===== config.mk =====
export PLATFORM = sky130hd
export DESIGN_NAME = button_event_capture
export DESIGN_NICKNAME = d
export VERILOG_FILES = /design/src/rtl/button_event_capture.sv
export SDC_FILE = /design/constraint.sdc
export NUM_CORES = 1
export LEC_CHECK = 0
export ABC_AREA = 1
export CORE_ASPECT_RATIO = 2
export CORE_MARGIN = 1
export CORE_UTILIZATION = 33
export DETAILED_ROUTE_END_ITERATION = 8
export PLACE_DENSITY_LB_ADDON = 0.08
export SYNTH_ARGS = -nofsm -noshare
export SYNTH_HDL_FRONTEND = slang
export SYNTH_SLANG_ARGS = --single-unit
export TNS_END_PERCENT = 50

===== constraint.sdc =====
create_clock -name clock -period 3.4 [get_ports clock]
set_clock_uncertainty 0.05 [all_clocks]
set_input_delay 0.68 -clock clock [delete_from_list [all_inputs] [get_ports clock]]
set_output_delay 0.68 -clock clock [all_outputs]
set_load 0.02 [all_outputs]

===== src/rtl/button_event_capture.sv =====
// Syncs and debounces four buttons, latching the first press into a clear-on-read event word.
// Latency: raw-to-level DEBOUNCE_CYCLES+2 edges, event one edge later; no backpressure, poll only freezes the word.
module button_event_capture #(
   parameter int DEBOUNCE_CYCLES = 500000,
   parameter int CNT_W           = 20
) (
   input  logic        clock,
   input  logic        reset,
   input  logic [3:0]  btn_raw,
   input  logic        poll,
   output logic [31:0] event_word,
   output logic [3:0]  btn_level,
   output logic [3:0]  press_pulse
);

   localparam logic [CNT_W-1:0] CNT_MAX = CNT_W'(DEBOUNCE_CYCLES - 1);

   typedef enum logic [1:0] {IDLE, HELD, READING} state_t;

   logic [3:0]       sync1, sync2, stable, stable_q;
   logic [CNT_W-1:0] cnt [4];

   always_ff @(posedge clock or posedge reset) begin
      if (reset) begin
         sync1    <= '0;
         sync2    <= '0;
         stable   <= '0;
         stable_q <= '0;
         for (int i = 0; i < 4; i++) cnt[i] <= '0;
      end else begin
         sync1    <= btn_raw;
         sync2    <= sync1;
         stable_q <= stable;
         for (int i = 0; i < 4; i++) begin
            // any sample matching the stable level restarts the qualification window
            if (sync2[i] == stable[i]) begin
               cnt[i] <= '0;
            end else if (cnt[i] == CNT_MAX) begin
               stable[i] <= sync2[i];
               cnt[i]    <= '0;
            end else begin
               cnt[i] <= cnt[i] + 1'b1;
            end
         end
      end
   end

   assign btn_level   = stable;
   assign press_pulse = stable & ~stable_q;

   state_t     state, state_n;
   logic       poll_q, poll_fall;
   logic       ev_vld, ev_vld_n, ev_ovf, ev_ovf_n;
   logic [1:0] ev_col, ev_col_n;
   logic       sh_vld, sh_vld_n, sh_ovf, sh_ovf_n;
   logic [1:0] sh_col, sh_col_n;
   logic       any_pulse, multi_pulse;
   logic [1:0] win_col;

   assign any_pulse   = |press_pulse;
   assign multi_pulse = |(press_pulse & (press_pulse - 4'd1));
   assign poll_fall   = poll_q & ~poll;

   always_comb begin
      win_col = 2'd3;
      if (press_pulse[0])      win_col = 2'd0;
      else if (press_pulse[1]) win_col = 2'd1;
      else if (press_pulse[2]) win_col = 2'd2;
   end

   always_comb begin
      state_n  = state;
      ev_vld_n = ev_vld;
      ev_col_n = ev_col;
      ev_ovf_n = ev_ovf;
      sh_vld_n = sh_vld;
      sh_col_n = sh_col;
      sh_ovf_n = sh_ovf;
      case (state)
         IDLE, HELD: begin
            if (poll) begin
               // a read is starting: the event word freezes, new presses park in the shadow
               state_n = READING;
               if (any_pulse) begin
                  sh_vld_n = 1'b1;
                  sh_col_n = win_col;
                  sh_ovf_n = multi_pulse;
               end
            end else if (any_pulse) begin
               if (state == IDLE) begin
                  ev_vld_n = 1'b1;
                  ev_col_n = win_col;
                  ev_ovf_n = multi_pulse;
                  state_n  = HELD;
               end else begin
                  ev_ovf_n = 1'b1;
               end
            end
         end
         READING: begin
            if (poll_fall) begin
               ev_vld_n = 1'b0;
               ev_col_n = 2'd0;
               ev_ovf_n = 1'b0;
               sh_vld_n = 1'b0;
               sh_col_n = 2'd0;
               sh_ovf_n = 1'b0;
               state_n  = IDLE;
               if (sh_vld) begin
                  ev_vld_n = 1'b1;
                  ev_col_n = sh_col;
                  ev_ovf_n = sh_ovf | any_pulse;
                  state_n  = HELD;
               end else if (any_pulse) begin
                  ev_vld_n = 1'b1;
                  ev_col_n = win_col;
                  ev_ovf_n = multi_pulse;
                  state_n  = HELD;
               end
            end else if (any_pulse) begin
               if (sh_vld) begin
                  sh_ovf_n = 1'b1;
               end else begin
                  sh_vld_n = 1'b1;
                  sh_col_n = win_col;
                  sh_ovf_n = multi_pulse;
               end
            end
         end
         default: state_n = IDLE;
      endcase
   end

   always_ff @(posedge clock or posedge reset) begin
      if (reset) begin
         state  <= IDLE;
         poll_q <= 1'b0;
         ev_vld <= 1'b0;
         ev_col <= 2'd0;
         ev_ovf <= 1'b0;
         sh_vld <= 1'b0;
         sh_col <= 2'd0;
         sh_ovf <= 1'b0;
      end else begin
         state  <= state_n;
         poll_q <= poll;
         ev_vld <= ev_vld_n;
         ev_col <= ev_col_n;
         ev_ovf <= ev_ovf_n;
         sh_vld <= sh_vld_n;
         sh_col <= sh_col_n;
         sh_ovf <= sh_ovf_n;
      end
   end

   assign event_word = {28'd0, ev_ovf, ev_col, ev_vld};

endmodule

==> results of run 1 <==
==> routing by layer <==
| layer | global-route usage, % | up-vias | part of all wire, % |
|---|---|---|---|
| li1 | - | 2507 | - |
| met1 | 16.9 | 2381 | 37 |
| met2 | 32.8 | 62 | 57 |
| met3 | 2.48 | 27 | 2.3 |
| met4 | 7.63 | 0 | 3.2 |
| met5 | 0 | - | 0 |
==> cells by family after synthesis <==
logic type | Yosys count
and+or+nand+nor | 471
buffers and inverters | 148
DFF | 107
AOI/OAI and AO/OA | 37
xor gates and xnor gates | 36
adders and majority gates | 4
other | 1
==> area by class of cell <==
type / count / area [um^2] / area share, %
Sequential cell: 107 / 2680 / 39.6
Clock inverter: 7 / 96.3 / 1.42
Tap cell: 216 / 270 / 3.99
Multi-Input combinational cell: 576 / 2850 / 42.1
Clock buffer: 9 / 225 / 3.33
Inverter: 114 / 432 / 6.38
Timing Repair Buffer: 21 / 215 / 3.18
==> power by group <==
part           internal, uW  switching [uW]
Combinational           126             246
Sequential             1330            38.7
Clock                   652             509
Total                  2110             794
==> state kept, by name (all words and copies together) (netlist names), 2 cells and up <==
name and cells:
cnt 80, btn_level 4, stable_q 4, sync1 4
sync2 4, ev_col 2, sh_col 2, state 2
==> through the flow <==
stage / worst slack, ns / hold WS [ns] / area (um^2) / total power, uW / utilization, %
after CTS: 1.03 / 0.300 / 6770 / 2960 / 37.1
after global routing: 0.943 / 0.316 / 6770 / 3060 / 37.1
after floorplan: 1.38 / 0.281 / 6210 / 1700 / -
final: 1.05 / 0.296 / 6770 / 2900 / 37.1
after global placement: 1.37 / 0.290 / 6450 / 1770 / 35.4
after detailed placement: 1.30 / 0.286 / 6450 / 1780 / 35.4
==> synthesized netlist by cell type <==
| library cell | number |
|---|---|
| nand4_1 | 28 |
| clkbuf_1 | 1 |
| nor3_1 | 12 |
| o21ai_0 | 15 |
| nor3b_2 | 2 |
| a21boi_1 | 2 |
| a211oi_1 | 1 |
| and2b_2 | 1 |
| nand3_2 | 3 |
| nor2_4 | 12 |
| inv_2 | 4 |
| nor3b_1 | 3 |
| dfrtp_1 | 107 |
| o21ai_1 | 1 |
| nor3_2 | 2 |
| nor2_1 | 150 |
| nand3b_1 | 4 |
| a21oi_1 | 13 |
| xor2_2 | 2 |
| buf_2 | 2 |
| xnor2_1 | 4 |
| nand2_1 | 162 |
| conb_1 | 1 |
| nor2_2 | 7 |
| and2_1 | 4 |
| nand2_2 | 9 |
| ha_1 | 4 |
| a31oi_1 | 3 |
| inv_1 | 110 |
| buf_4 | 30 |
| a22oi_1 | 1 |
| xor2_1 | 30 |
| a21oi_2 | 1 |
| nand3_1 | 72 |
| buf_6 | 1 |
==> critical path, stage by stage (launching register included) <==
cell and delay, ns:
dfrtp_1 0.46, nand2_1 0.10, inv_1 0.09, clkdlybuf4s50_1 0.61
==> how the worst max path moves through the flow <==
| stage | slack, ns | end | start |
|---|---|---|---|
| 4_1_cts | 1.03 | press_pulse[1] | btn_level[1] |
| 3_3_place_gp | 1.37 | ev_col[0] | poll |
| 2_1_floorplan | 1.38 | btn_level[0] | reset |
| 3_5_place_dp | 1.30 | sh_col[1] | poll |
| 5_1_grt | 0.94 | press_pulse[1] | btn_level[1] |
| 6_report | 1.05 | press_pulse[1] | btn_level[1] |
==> metrics.csv, run 1 <==
stage;metric;value;unit
logic_synthesis;Cell Area, Synth;0.00611;mm^2
timing;Tcrit/Tclk final;69.1;%
clocking;CTS tree;done;
logic_synthesis;Synth Area in Compound Gates;3.32;%
clocking;Num CTS Buffers;9;
timing;RSZ-0062 raised after global routing;false;
clocking;Worst-path clk slew;0.08;ns
hold_path;Hold Crit Class;reg -> reg;
logic_synthesis;largest family of logic cells by synthesized area;simple AND/OR/NAND/NOR gates;
timing;setup_tns;0;ns
setup_path;Worst Setup End Kind;output pin;
clocking;worst skew pair latency;0.36;ns
global_route;largest net degree at the start of global routing;74;
placed_design;routability cong.;0.857;
logic_synthesis;leading post-synthesis cells by cell area;dfrtp_1 (44%), nand2_1 (10%), nor2_1 (9.2%);
floorplanning;IO Pins;47;
power_and_ir_drop;static leakage;0.00293;uW
clocking;clock sinks;107;
detailed_routing;Detailed Route WL;14.7;mm
layout;commonest non-fill, non-tap cell in the layout;nand2_1;
layout;# fillers;1918;
floorplanning;Chip Width;98.2;um
layout;nets;840;
logic_synthesis;Seq/Total Area, Yosys;43.9;%
layout;most frequent cells in the layout;nand2_1 (162), nor2_1 (150), inv_1 (109);
global_route;GR Overflow Total;0;
floorplanning;Initial Util;33.5;%
logic_synthesis;Synth cell types;35;
clocking;Hold Buf Count CTS;0;
clocking;setup bufs post-CTS;0;
clocking;clk buf depth;2;
outcome;failing checks;DRC;
layout;antenna fix cells;0;
logic_synthesis;cell taking the most area after synthesis;dfrtp_1;
floorplanning;die area;0.0191;mm^2
placed_design;Buffers on Ports;18;
placed_design;placed cell count;1034;
clocking;CTS resizes;0;
timing;min Tclk post-route;2.35;ns
global_route;first-pass GRT wire length;25.2;mm
logic_synthesis;synthesized-area fraction occupied by xor and xnor cells;5.41;%
logic_synthesis;Synth top area share;43.9;%
detailed_routing;DRC;3;
detailed_routing;initial DRC count;274;
detailed_routing;routed vias/inst;4.74;
clocking;clk root buf;clkbuf_16;
global_route;initial antenna violation count;0;
detailed_routing;mean routed wirelength per cell;14.0;um
detailed_routing;post-route ant nets;0;
setup_path;CP Class;reg -> out;
timing;Max Clock Freq;425;MHz
hold_path;hold path start;sync1[1];
layout;layout cells sized above 1;7.55;%
global_route;aggregate global-route resource usage;16.7;%
logic_synthesis;Adder-Cell Fraction of Synth Area;0.820;%
setup_path;r2r endpoint;cnt[40];
logic_synthesis;mux cell area share after synthesis;0;%
floorplanning;Std-Cell Rows;70;
layout;Non-Filler Instances;1050;
power_and_ir_drop;PwrDens;429;mW/mm^2
hold_path;hold depth;0;
floorplanning;Die H;194;um
logic_synthesis;register bit total from synthesis;107;
logic_synthesis;yosys warns;0;
power_and_ir_drop;Max rail drop VDD;0.193;mV
timing;Slew Limit Fails;0;
clocking;H-tree Lvls;3;
timing;Hold Violations, Final;0;
logic_synthesis;Post-Synth Simple-Gate Area;35.4;%
setup_path;flop-to-flop setup slack;1.74;ns
logic_synthesis;Cells after Synth;804;
placed_design;Final HPWL DP;11.4;mm
floorplanning;Core Area;0.0182;mm^2
flow_run;max cap viols;0;
logic_synthesis;Syn Area/Cell;7.59;um^2
setup_path;Worst Path Required;2.67;ns
setup_path;RR Startpoint;cnt[40];
detailed_routing;DRT Pass-1 Iters;8;
timing;final setup vio count;0;
layout;area growth from synthesis to layout;10.8;%
setup_path;Max FO, Critical Path;5;
setup_path;Arrival @ worst endpoint;1.62;ns
detailed_routing;via count;4977;
setup_path;CP startpoint kind;register;
global_route;vias in the first global route;5314;
setup_path;r2r worst-path depth;6;
hold_path;hold worst-path end;sync2[1];
outcome;outcome;finished, violations left;
No activity file was read; power rests on OpenSTA's default activity.
==> inputs of run 2 (changes only) <==
Clock period 3.4 ns to 1.88 ns, I/O delays scaled along.
==> run 2 against run 1 <==
Critical path depth down 2. Flip-flop and latch count is the same. Combinational power is 81% higher. Largest power group unchanged. Critical endpoint is now btn_level[3]. Critical path type unchanged. Routed wire length down 3.4%. The run still ends with DRC left. Clock power is 59% higher.
==> metrics.csv, run 2 (same netlist as run 1, synthesis figures left out) <==
stage;metric;value;unit
timing;RSZ-0062 raised after global routing;false;
detailed_routing;routed vias/inst;4.77;
global_route;vias in the first global route;5119;
clocking;clock sinks;107;
setup_path;slowest cell on the critical path;clkdlybuf4s50_1;
setup_path;crit path cell chain;clkdlybuf4s50_1;
setup_path;Worst Setup End Kind;output pin;
timing;min Tclk post-route;1.75;ns
layout;nets;847;
detailed_routing;via count;5042;
layout;antenna fix cells;0;
timing;Tcrit/Tclk final;92.9;%
outcome;outcome;finished, violations left;
timing;Max Clock Freq;573;MHz
timing;setup_tns;0;ns
detailed_routing;DRT Pass-1 Iters;8;
setup_path;max incr delay on CP;0.61;ns
detailed_routing;DRC;3;
placed_design;Final HPWL DP;11.2;mm
hold_path;Hold Crit Class;reg -> reg;
timing;Slew Limit Fails;0;
power_and_ir_drop;static leakage;0.00299;uW
clocking;setup bufs post-CTS;0;
clocking;worst skew pair latency;0.35;ns
setup_path;Max FO, Critical Path;3;
floorplanning;IO Pins;47;
layout;area growth from synthesis to layout;10.9;%
floorplanning;die area;0.0191;mm^2
timing;final setup vio count;0;
floorplanning;Die H;194;um
floorplanning;Initial Util;33.5;%
power_and_ir_drop;Max rail drop VDD;0.377;mV
layout;most frequent cells in the layout;nand2_1 (162), nor2_1 (150), inv_1 (109);
layout;number of flip-flops in the largest register;80;
clocking;Num CTS Buffers;9;
detailed_routing;initial DRC count;189;
layout;Most flops, register;cnt;
setup_path;critical path's top delay family;buffers and inverters;
clocking;Worst-path clk slew;0.07;ns
timing;Hold Violations, Final;0;
outcome;failing checks;DRC;
clocking;H-tree Lvls;3;
setup_path;CP startpoint kind;register;
floorplanning;Std-Cell Rows;70;
flow_run;max cap viols;0;
global_route;largest net degree at the start of global routing;67;
setup_path;WP buf/inv;1;
floorplanning;Core Area;0.0182;mm^2
setup_path;Worst Path Required;1.45;ns
clocking;CTS tree;done;
global_route;aggregate global-route resource usage;15.8;%
setup_path;CP Class;reg -> out;
floorplanning;Chip Width;98.2;um
detailed_routing;mean routed wirelength per cell;13.4;um
global_route;first-pass GRT wire length;23.8;mm
global_route;GR Overflow Total;0;
timing;final hold slack;0.300;ns
global_route;initial antenna violation count;0;
clocking;clk buf depth;2;
layout;commonest non-fill, non-tap cell in the layout;nand2_1;
detailed_routing;Detailed Route WL;14.2;mm
clocking;clk root buf;clkbuf_16;
placed_design;Buffers on Ports;18;
detailed_routing;post-route ant nets;0;
layout;layout cells sized above 1;7.86;%
clocking;Hold Buf Count CTS;0;
placed_design;routability cong.;0.890;
power_and_ir_drop;PwrDens;739;mW/mm^2
setup_path;Arrival @ worst endpoint;1.32;ns
run 2: changes by cell type in the layout (fill, tap and decap cells not counted), sizes merged:
cell           before  now
buf                 3   10
clkdlybuf4s50      18   11
dlygate4sd2         0    6
clkbuf              9   12
inv               116  113
bufinv              2    1
dlymetal6s2s        0    1
run 2: path summary, 6_finish.rpt:
| check | start | endpoint | slack [ns] | depth (start not counted) |
|---|---|---|---|---|
| setup / recovery | btn_level[3] | btn_level[3] | 0.13 | 1 |
| hold / removal | sync1[2] | sync2[2] | 0.30 | 0 |
| setup reg to reg | cnt[20] | cnt[38] | 0.27 | 6 |
| hold reg to reg | sync1[2] | sync2[2] | 0.30 | 0 |
| max in group asynchronous | reset | cnt[61] | 1.04 | 3 |
| min in group asynchronous | reset | cnt[58] | 0.43 | 3 |
run 2: per-stage QoR:
stage	cells	utilization [%]	area [um^2]	total power (uW)	setup WS (ns)
2_1_floorplan	831	-	6210	3070	0.166
3_3_place_gp	1041	35.7	6500	3210	0.161
3_5_place_dp	1041	35.7	6500	3210	0.0654
4_1_cts	1056	37.1	6770	5090	0.0192
5_1_grt	1056	37.2	6770	5270	0.0827
6_report	1056	37.2	6770	5000	0.134
run 2: where the power goes:
group | switching (uW) | internal (uW)
clock | 819 | 1020
sequential | 71.4 | 2410
combinational | 440 | 232
total | 1330 | 3670
run 2: what timing repair did:
item                                    CTS  global route
gates resized for setup                   6             1
endpoints found under the setup margin    6             1
pin swaps                                 0             0
cloned                                    0             0
run 2: layout make-up:
class / count / area (um^2)
fill: 1950 / 11400
multi-input combinational: 576 / 2850
sequential: 107 / 2680
inverter: 114 / 432
tap: 216 / 270
timing repair buffer: 28 / 263
clock buffer: 12 / 236
clock inverter: 3 / 40.0
run 2: routing by layer:
metal  track usage (%)  share of wire, %
met1              15.1                36
met3              2.05               1.9
met5                 0                 0
met2              31.3                57
met4              9.01               4.3
==> inputs of run 3 (changes only) <==
Settings changed: CELL_PAD_IN_SITES_DETAIL_PLACEMENT set to 0, CELL_PAD_IN_SITES_GLOBAL_PLACEMENT set to 2, CORE_UTILIZATION 33 to 31.
==> run 3 against run 2 <==
The run now ends clean. Sequential share of layout area fell by 1.3 points. Final cell count rose by 4.7%. Clock power rose by 29%. Routed wire length rose by 13%. Via count fell by 1.3%. Global-route usage rose by 1.4 points. Flip-flop and latch count did not move. Design area rose by 3.5%. First-iteration DRC count fell by 30%. Register-to-register slack got worse by 0.04 ns. Critical endpoint unchanged.
==> metrics.csv, run 3 (same netlist as run 1, synthesis figures left out) <==
stage;metric;value;unit
global_route;GR Overflow Total;0;
timing;Worst Setup Slack, final;0.132;ns
floorplanning;Die H;200;um
setup_path;RR Startpoint;cnt[0];
timing;RSZ-0062 raised after global routing;false;
setup_path;CP Class;reg -> out;
power_and_ir_drop;switch share;25.4;%
detailed_routing;Detailed Route WL;16.0;mm
power_and_ir_drop;static leakage;0.00309;uW
floorplanning;Initial Util;31.7;%
detailed_routing;mean routed wirelength per cell;14.5;um
placed_design;Setup WS pre-CTS;0.134;ns
setup_path;Max FO, Critical Path;3;
floorplanning;Chip Width;101;um
clocking;Worst-path clk slew;0.07;ns
clocking;Hold Buf Count CTS;0;
global_route;vias in the first global route;5189;
power_and_ir_drop;internal power;4130;uW
clocking;clk buf depth;2;
global_route;largest net degree at the start of global routing;31;
timing;Tcrit/Tclk final;93.0;%
hold_path;hold depth;0;
timing;Max Clock Freq;572;MHz
clocking;worst skew pair latency;0.36;ns
hold_path;hold path start;sync1[1];
power_and_ir_drop;Reg power frac;44.8;%
global_route;aggregate global-route resource usage;17.2;%
hold_path;hold worst-path end;sync2[1];
global_route;first-pass GRT wire length;26.5;mm
setup_path;flop-to-flop setup slack;0.23;ns
detailed_routing;DRT Pass-1 Iters;6;
timing;final hold slack;0.301;ns
floorplanning;Core Area;0.0193;mm^2
layout;most frequent cells in the layout;nand2_1 (162), nor2_1 (150), inv_1 (109);
floorplanning;die area;0.0203;mm^2
hold_path;Hold Crit Class;reg -> reg;
setup_path;Worst Setup End Kind;output pin;
setup_path;CP startpoint kind;register;
setup_path;crit path cell chain;clkdlybuf4s50_1;
floorplanning;Std-Cell Rows;72;
clocking;clk root buf;clkbuf_16;
detailed_routing;routed vias/inst;4.50;
floorplanning;IO Pins;47;
detailed_routing;post-route ant nets;0;
global_route;initial antenna violation count;0;
detailed_routing;via count;4975;
placed_design;Buffers on Ports;18;
clocking;Num CTS Buffers;9;
layout;Non-Filler Instances;1106;
layout;commonest non-fill, non-tap cell in the layout;nand2_1;
placed_design;routability cong.;0.801;
setup_path;r2r endpoint;cnt[18];
layout;antenna fix cells;0;
timing;Hold Violations, Final;0;
layout;fin area;0.00701;mm^2
layout;layout cells sized above 1;8.97;%
layout;nets;853;
power_and_ir_drop;PwrDens;791;mW/mm^2
setup_path;slowest cell on the critical path;clkdlybuf4s50_1;
flow_run;max cap viols;0;
placed_design;dpl cell area;0.00664;mm^2
clocking;CTS tree;done;
timing;min Tclk post-route;1.75;ns
setup_path;Worst Path Required;1.45;ns
setup_path;critical path's top delay family;buffers and inverters;
placed_design;placed cell count;1090;
layout;area growth from synthesis to layout;14.8;%
setup_path;WP buf/inv;1;
timing;final setup vio count;0;
setup_path;r2r worst-path depth;8;
layout;number of flip-flops in the largest register;80;
detailed_routing;initial DRC count;133;
setup_path;max incr delay on CP;0.61;ns
layout;# fillers;2132;
clocking;H-tree Lvls;3;
power_and_ir_drop;Switching Power;1410;uW
power_and_ir_drop;Max rail drop VDD;0.317;mV
setup_path;Arrival @ worst endpoint;1.32;ns
detailed_routing;DRC;0;
placed_design;Final HPWL DP;12.7;mm
power_and_ir_drop;Comb pwr share;12.5;%
power_and_ir_drop;Clock Power Share;42.7;%
timing;setup_tns;0;ns
layout;Most flops, register;cnt;
outcome;outcome;finished, final reports clean;
clocking;clock sinks;107;
timing;Slew Limit Fails;0;
## run 3: changes by cell type in the layout (fill, tap and decap cells not counted), sizes merged
| cell | before | now |
|---|---|---|
| clkbuf | 12 | 10 |
| buf | 10 | 16 |
| dlymetal6s2s | 1 | 2 |
| bufinv | 1 | 4 |
| dlygate4sd2 | 6 | 5 |
| clkinv | 2 | 1 |
| clkinvlp | 1 | 2 |
## run 3: stage by stage
step           utilization [%]  power, uW
4_1_cts                   36.3       5650
2_1_floorplan                -       3070
3_5_place_dp              34.4       3230
6_report                  36.4       5540
5_1_grt                   36.4       5840
3_3_place_gp              34.4       3230
## run 3: layout make-up
type / instances / area (um^2) / share of cell area (%)
Tap cell: 259 / 324 / 4.62
Clock inverter: 6 / 136 / 1.95
Timing Repair Buffer: 34 / 349 / 4.98
Clock buffer: 10 / 239 / 3.41
Sequential cell: 107 / 2680 / 38.2
Inverter: 114 / 432 / 6.16
Multi-Input combinational cell: 576 / 2850 / 40.7
## run 3: worst max-delay path by stage
stage / startpoint / to / slack, ns / cells after the start
after global placement: poll / ev_col[0] / 0.15 / 10
after detailed placement: poll / sh_col[1] / 0.13 / 8
after CTS: btn_level[2] / btn_level[2] / 0.004 / 1
after global routing: cnt[0] / cnt[18] / 0.03 / 8
final: btn_level[3] / btn_level[3] / 0.13 / 1
after floorplan: reset / btn_level[0] / 0.17 / 1
## run 3: power groups by stage
| stage | logic, uW | clock network, uW | registers, uW |
|---|---|---|---|
| finish | 693 | 2370 | 2480 |
| global route | 796 | 2550 | 2490 |
| detailed placement | 709 | 0 | 2520 |
| floorplan | 532 | 0 | 2540 |
| global placement | 707 | 0 | 2530 |
| CTS | 708 | 2460 | 2480 |
## run 3: repair_timing
| item | in CTS | in global routing |
|---|---|---|
| setup buffers | 0 | 0 |
| endpoints found under the setup margin | 5 | 2 |
| gates resized for setup | 5 | 2 |
## run 3: layer usage
metal	GRT usage (%)	vias to the layer above	part of all wire (%)
li1	-	2535	-
met1	17.4	2339	38
met2	32.9	75	57
met3	2.58	26	2.0
met4	8.23	0	3.2
met5	0	-	0
